===== src/rtl/vending_txn_controller.sv =====
// Vending transaction sequencer: credits coins, dispenses affordable items, and pays change greedily one coin per cycle.
// All outputs except o_available_item are registered.
module vending_txn_controller #(
   parameter int unsigned COIN_VAL0   = 100,
   parameter int unsigned COIN_VAL1   = 500,
   parameter int unsigned COIN_VAL2   = 1000,
   parameter int unsigned ITEM_PRICE0 = 400,
   parameter int unsigned ITEM_PRICE1 = 500,
   parameter int unsigned ITEM_PRICE2 = 1000,
   parameter int unsigned ITEM_PRICE3 = 2000,
   parameter int unsigned WAIT_TIME   = 100,
   parameter int unsigned MAX_TOTAL   = 65535
) (
   input  logic        clk,
   input  logic        reset_n,
   input  logic [2:0]  i_input_coin,
   input  logic [3:0]  i_select_item,
   input  logic        i_trigger_return,
   output logic [15:0] o_current_total,
   output logic [3:0]  o_available_item,
   output logic [3:0]  o_output_item,
   output logic [2:0]  o_return_coin,
   output logic [7:0]  o_wait_time,
   output logic        o_busy
);

   typedef enum logic [1:0] {IDLE, ACTIVE, RETURN} state_t;

   localparam logic [16:0] CV0  = 17'(COIN_VAL0);
   localparam logic [16:0] CV1  = 17'(COIN_VAL1);
   localparam logic [16:0] CV2  = 17'(COIN_VAL2);
   localparam logic [16:0] P0   = 17'(ITEM_PRICE0);
   localparam logic [16:0] P1   = 17'(ITEM_PRICE1);
   localparam logic [16:0] P2   = 17'(ITEM_PRICE2);
   localparam logic [16:0] P3   = 17'(ITEM_PRICE3);
   localparam logic [16:0] MAXT = 17'(MAX_TOTAL);
   localparam logic [7:0]  WT   = 8'(WAIT_TIME);

   state_t      state;
   logic [15:0] total;
   logic [7:0]  timer;
   logic [3:0]  item_q;
   logic [2:0]  coin_q;

   logic [16:0] total17;
   logic [16:0] coin_sum;
   logic [16:0] sum17;
   logic        coin_ok;
   logic        coin_any;
   logic        sel_hit;
   logic [1:0]  sel_idx;
   logic [16:0] sel_price;
   logic [15:0] sel_left;
   logic [2:0]  chg_coin;
   logic [15:0] chg_left;

   assign total17  = {1'b0, total};
   assign coin_any = |i_input_coin;
   assign coin_sum = (i_input_coin[0] ? CV0 : 17'd0)
                   + (i_input_coin[1] ? CV1 : 17'd0)
                   + (i_input_coin[2] ? CV2 : 17'd0);
   assign sum17    = total17 + coin_sum;
   assign coin_ok  = (sum17 <= MAXT);

   // Only the lowest-index pressed button counts.
   always_comb begin
      sel_hit = 1'b0;
      sel_idx = 2'd0;
      for (int i = 3; i >= 0; i--) begin
         if (i_select_item[i]) begin
            sel_hit = 1'b1;
            sel_idx = 2'(i);
         end
      end
   end

   always_comb begin
      sel_price = P0;
      case (sel_idx)
         2'd0: sel_price = P0;
         2'd1: sel_price = P1;
         2'd2: sel_price = P2;
         2'd3: sel_price = P3;
         default: sel_price = P0;
      endcase
   end

   // Subtraction is only used after the 17-bit compare proves total >= price.
   assign sel_left = total - sel_price[15:0];

   always_comb begin
      chg_coin = 3'b000;
      chg_left = total;
      if (total17 >= CV2) begin
         chg_coin = 3'b100;
         chg_left = total - CV2[15:0];
      end else if (total17 >= CV1) begin
         chg_coin = 3'b010;
         chg_left = total - CV1[15:0];
      end else if (total17 >= CV0) begin
         chg_coin = 3'b001;
         chg_left = total - CV0[15:0];
      end
   end

   always_ff @(posedge clk) begin
      if (!reset_n) begin
         state  <= IDLE;
         total  <= 16'd0;
         timer  <= 8'd0;
         item_q <= 4'd0;
         coin_q <= 3'd0;
      end else begin
         item_q <= 4'd0;
         coin_q <= 3'd0;
         case (state)
            IDLE: begin
               if (coin_any) begin
                  if (coin_ok) begin
                     total <= sum17[15:0];
                     timer <= WT;
                     state <= ACTIVE;
                  end else begin
                     coin_q <= i_input_coin;
                  end
               end
            end
            ACTIVE: begin
               if (i_trigger_return || timer == 8'd0) begin
                  state <= RETURN;
               end else if (coin_any) begin
                  if (coin_ok) begin
                     total <= sum17[15:0];
                     timer <= WT;
                  end else begin
                     coin_q <= i_input_coin;
                  end
               end else if (sel_hit && total17 >= sel_price) begin
                  item_q <= 4'(1) << sel_idx;
                  total  <= sel_left;
                  timer  <= WT;
               end else begin
                  timer <= timer - 8'd1;
               end
            end
            RETURN: begin
               if (chg_coin != 3'b000) begin
                  coin_q <= chg_coin;
                  total  <= chg_left;
               end else begin
                  // Either nothing left or a residue below the smallest coin, which is forfeited.
                  total <= 16'd0;
                  state <= IDLE;
               end
            end
            default: state <= IDLE;
         endcase
      end
   end

   assign o_current_total  = total;
   assign o_available_item = {total17 >= P3, total17 >= P2, total17 >= P1, total17 >= P0};
   assign o_output_item    = item_q;
   assign o_return_coin    = coin_q;
   assign o_wait_time      = timer;
   assign o_busy           = (state == RETURN);

endmodule


===== config.mk =====
export PLATFORM = sky130hd
export DESIGN_NAME = vending_txn_controller
export DESIGN_NICKNAME = d
export VERILOG_FILES = /design/src/rtl/vending_txn_controller.sv
export SDC_FILE = /design/constraint.sdc
export NUM_CORES = 1
export LEC_CHECK = 0
export BUFFER_PORTS_ARGS = -buffer_cell sky130_fd_sc_hd__buf_2
export CAP_MARGIN = 30
export CORE_ASPECT_RATIO = 0.8
export CORE_MARGIN = 3
export CORE_UTILIZATION = 42
export CTS_BUF_LIST = sky130_fd_sc_hd__clkbuf_4 sky130_fd_sc_hd__clkbuf_8 sky130_fd_sc_hd__clkbuf_16
export DETAILED_ROUTE_END_ITERATION = 8
export GPL_ROUTABILITY_DRIVEN = 0
export PLACE_DENSITY_LB_ADDON = 0.3
export SLEW_MARGIN = 20
export SYNTH_ARGS = -nofsm -noshare
export SYNTH_HDL_FRONTEND = slang
export SYNTH_SLANG_ARGS = --single-unit

===== constraint.sdc =====
create_clock -name clk -period 3.3 [get_ports clk]
set_input_delay 0.33 -clock clk [delete_from_list [all_inputs] [get_ports clk]]
set_output_delay 0.33 -clock clk [all_outputs]
set_load 0.1 [all_outputs]

==> impl_results.md <==
* Status: finished, final reports clean
* Pin count of the biggest net entering global routing at 23
* Number of violations reported at the end of detailed-routing iteration 0 at 461
* Number of optimization iterations in the first detailed-route pass at 5
* Synthesized instance count at 479
* Setup Crit Path Kind: input pin to flop
* Maximum fanout along the worst path at 4
* Worst-Margin Slew at 0.487 ns
* EDFF count, synth at 0
* Power per standard cell area at 1090 nW/um^2
* Worst path arrival time at 3.33 ns
* Number of antenna violations at the first check in global routing at 0
* Max-cap violations at 0
* Clock Tree Buf Depth at 2
* Most common flop cell mapped by yosys: sky130_fd_sc_hd__dfxtp_1
* Share of cells above drive strength 1 at 26.5%
* Total congestion overflow at 0
* Maximum vdd drop at 831 uV
* Series of cell instances along the critical path: buf_2 -> fa_1 -> inv_1 -> fa_1 -> inv_1 -> fa_2 -> a211oi_4 -> o21ai_2 -> a31o_2 -> a21o_1 -> nand2_2 -> o21ai_0 -> a31o_2
* Clock period minus worst slack at 3.16 ns
* Final Skew at 0.00405 ns
* Count of final max-slew check failures at 0
* Routed vias/inst at 6.10
* Yosys cell types at 79
* Fmax at 0.317 GHz
* Part of the Yosys area used for sequential elements at 17.3%
* Net Count, Synth at 541
* Final std cell area, no fill at 4700 um^2
* Source-to-sink clock delay at the later pin of the worst-skew pair at 0.28 ns
* Static leakage power at 2.17 nW
* Library cell contributing the largest single delay on the critical path: sky130_fd_sc_hd__fa_1
* Mean post-synth cell area at 7.98 um^2
* Post-route antenna net violation count at 0
* Clock tree sinks at 33
* Critical path launch point type: input pin
* Required time worst endpoint at 3.48 ns
* Number of core rows at 30
* Clock tree root driver cell: sky130_fd_sc_hd__clkbuf_16
* Top library cells by usage in the layout, fill and taps aside: sky130_fd_sc_hd__buf_4 (53), sky130_fd_sc_hd__buf_2 (45), sky130_fd_sc_hd__ha_1 (44), sky130_fd_sc_hd__inv_1 (36), sky130_fd_sc_hd__nor2_1 (36)
* Overall power after layout at 0.00512 W
* Number of warnings issued by yosys at 0
* Layout net count at 630
* Async S/R FF share, synth at 0%
* Antenna Cells at 0
* Cell area after synthesis at 3820 um^2
* Die height at 91.3 um
* TritonCTS clock tree: done
* Die Wd at 113 um
* H-tree levels at 2
* Placed Instances at 671
* Total track usage at 23.8%
* Worst slew margin at 67.4%
* Average wire per standard cell at 18.2 um
* Core region area at 8670 um^2
* Number of endpoints failing setup at the final stage at 0
* Final Hold Violating Endpoints at 0
* HPWL after detailed placement at 9840 um
* Post-Route WL at 12,400 um
* Slowest cell delay on critical path at 0.56 ns
* Global-route wire length before repair at 20,000 um
* Ports at 46
* Drc violations at 0
* Most common cell after layout, fill and taps aside: sky130_fd_sc_hd__buf_4
* Die Footprint at 10,300 um^2
* Worst min-delay path category: flop to flop
* Via count of the first global-routing pass at 3,870
* Reg clk slew, reported paths at 0.06 ns
* TritonCTS buffer count at 5
* Post-route clock period utilization at 95.6%
* Effective utilization at floorplan at 44.1%
* Total of buffers placed on input and output ports at 45
* Area growth, synth to finish at 22.8%
* Number of hold buffers added after cts at 0
* Placement Cell Area at 4510 um^2
* Post-synthesis register bit count at 33
* Element type at the critical path end: flop
* Via count at 4,156
* Post-layout instance count excluding filler cells at 681
[cell type report]
cell class,instances,area (um^2)
Clock buffer,6,133
Clock inverter,2,10.0
Fill cell,819,3980
Inverter,41,159
Multi-Input combinational cell,387,2910
Sequential cell,33,682
Tap cell,112,140
Timing Repair Buffer,100,663
[through the flow]
| stage | TNS (ns) | hold WS [ns] | setup WS (ns) | utilization (%) |
|---|---|---|---|---|
| after detailed placement | -1.41 | 0.469 | -0.218 | 52.0 |
| after global routing | -0.00202 | 0.497 | -0.00202 | 54.2 |
| after global placement | -0.696 | 0.460 | -0.169 | 52.0 |
| final | 0 | 0.473 | 0.144 | 54.2 |
| after floorplan | -0.165 | 0.478 | -0.165 | - |
| after CTS | 0 | 0.477 | 0.0648 | 53.7 |
[critical path, delay by kind of cell]
kind                       cells  cell delay [ns]
AOI/OAI and AO/OA              6             1.24
adders and majority gates      3             1.43
buffers and inverters          3             0.24
and+or+nand+nor                1             0.10
[metal layers]
metal / GRT usage (%) / part of all wire [%] / up-vias
li1: - / - / 1967
met1: 35.5 / 46 / 1980
met2: 36.2 / 44 / 195
met3: 4.86 / 9.3 / 14
met4: 3.30 / 0.85 / 0
met5: 0 / 0 / -
[where the power goes]
part,switching (W),total (W),internal [W]
registers,0.000110,0.000607,0.000497
logic,0.00272,0.00405,0.00133
clock network,0.000182,0.000467,0.000285
[timing repair]
action / 4_1_cts / 5_1_grt
setup buffers: 0 / 2
hold endpoints to repair: 0 / 0
resized for setup: 0 / 6
endpoints found under the setup margin: 0 / 12
[cells by family after synthesis]
kind of cell / Yosys count / synth area share (%)
and+or+nand+nor: 151 / 20.6
xor gates and xnor gates: 18 / 4.12
AOI/OAI and AO/OA: 159 / 29.5
buffers and inverters: 59 / 7.92
DFF: 33 / 17.3
adders and majority gates: 52 / 18.6
muxes: 7 / 1.90
[cells in the mapped netlist, types with 4 or more instances]
library cell | count | area [um^2]
sky130_fd_sc_hd__o21bai_1 | 5 | 37.5
sky130_fd_sc_hd__inv_1 | 37 | 139
sky130_fd_sc_hd__o21ai_0 | 28 | 140
sky130_fd_sc_hd__ha_1 | 44 | 551
sky130_fd_sc_hd__buf_6 | 4 | 45.0
sky130_fd_sc_hd__nor2_1 | 37 | 139
sky130_fd_sc_hd__nand4_1 | 4 | 25.0
sky130_fd_sc_hd__nand2_1 | 35 | 131
sky130_fd_sc_hd__and2_1 | 8 | 50.1
sky130_fd_sc_hd__a21o_1 | 5 | 37.5
sky130_fd_sc_hd__a21oi_1 | 29 | 145
sky130_fd_sc_hd__o22ai_1 | 6 | 37.5
sky130_fd_sc_hd__mux2i_1 | 5 | 50.1
sky130_fd_sc_hd__o21a_1 | 5 | 37.5
sky130_fd_sc_hd__nor3_1 | 14 | 70.1
sky130_fd_sc_hd__fa_1 | 8 | 160
sky130_fd_sc_hd__and3_1 | 5 | 31.3
sky130_fd_sc_hd__xor2_1 | 11 | 96.3
sky130_fd_sc_hd__xnor2_1 | 7 | 61.3
sky130_fd_sc_hd__nand3_1 | 16 | 80.1
sky130_fd_sc_hd__a211o_1 | 4 | 35.0
sky130_fd_sc_hd__nor4_1 | 4 | 25.0
sky130_fd_sc_hd__o211ai_1 | 7 | 52.6
sky130_fd_sc_hd__a211oi_1 | 7 | 52.6
sky130_fd_sc_hd__a31oi_1 | 10 | 62.6
sky130_fd_sc_hd__buf_2 | 4 | 20.0
sky130_fd_sc_hd__dfxtp_1 | 33 | 661
sky130_fd_sc_hd__a32oi_1 | 4 | 35.0
[flip-flops by register name, indices dropped and copies added (netlist names)]
name	count
o_wait_time	8
o_current_total	16
state	2
o_output_item	4
o_return_coin	3
[path summary, 6_finish.rpt]
check | startpoint | to | slack (ns) | depth (start not counted)
hold reg to reg | o_wait_time[0]$_SDFFE_PN0P_ | o_wait_time[0]$_SDFFE_PN0P_ | 0.47 | 2
setup / recovery | i_input_coin[2] | o_wait_time[7]$_SDFFE_PN0P_ | 0.14 | 13
hold / removal | o_wait_time[0]$_SDFFE_PN0P_ | o_wait_time[0]$_SDFFE_PN0P_ | 0.47 | 2
setup reg to reg | o_current_total[3]$_SDFFE_PN0P_ | o_current_total[12]$_SDFFE_PN0P_ | 0.24 | 9
(Power assumes the default switching activity.)
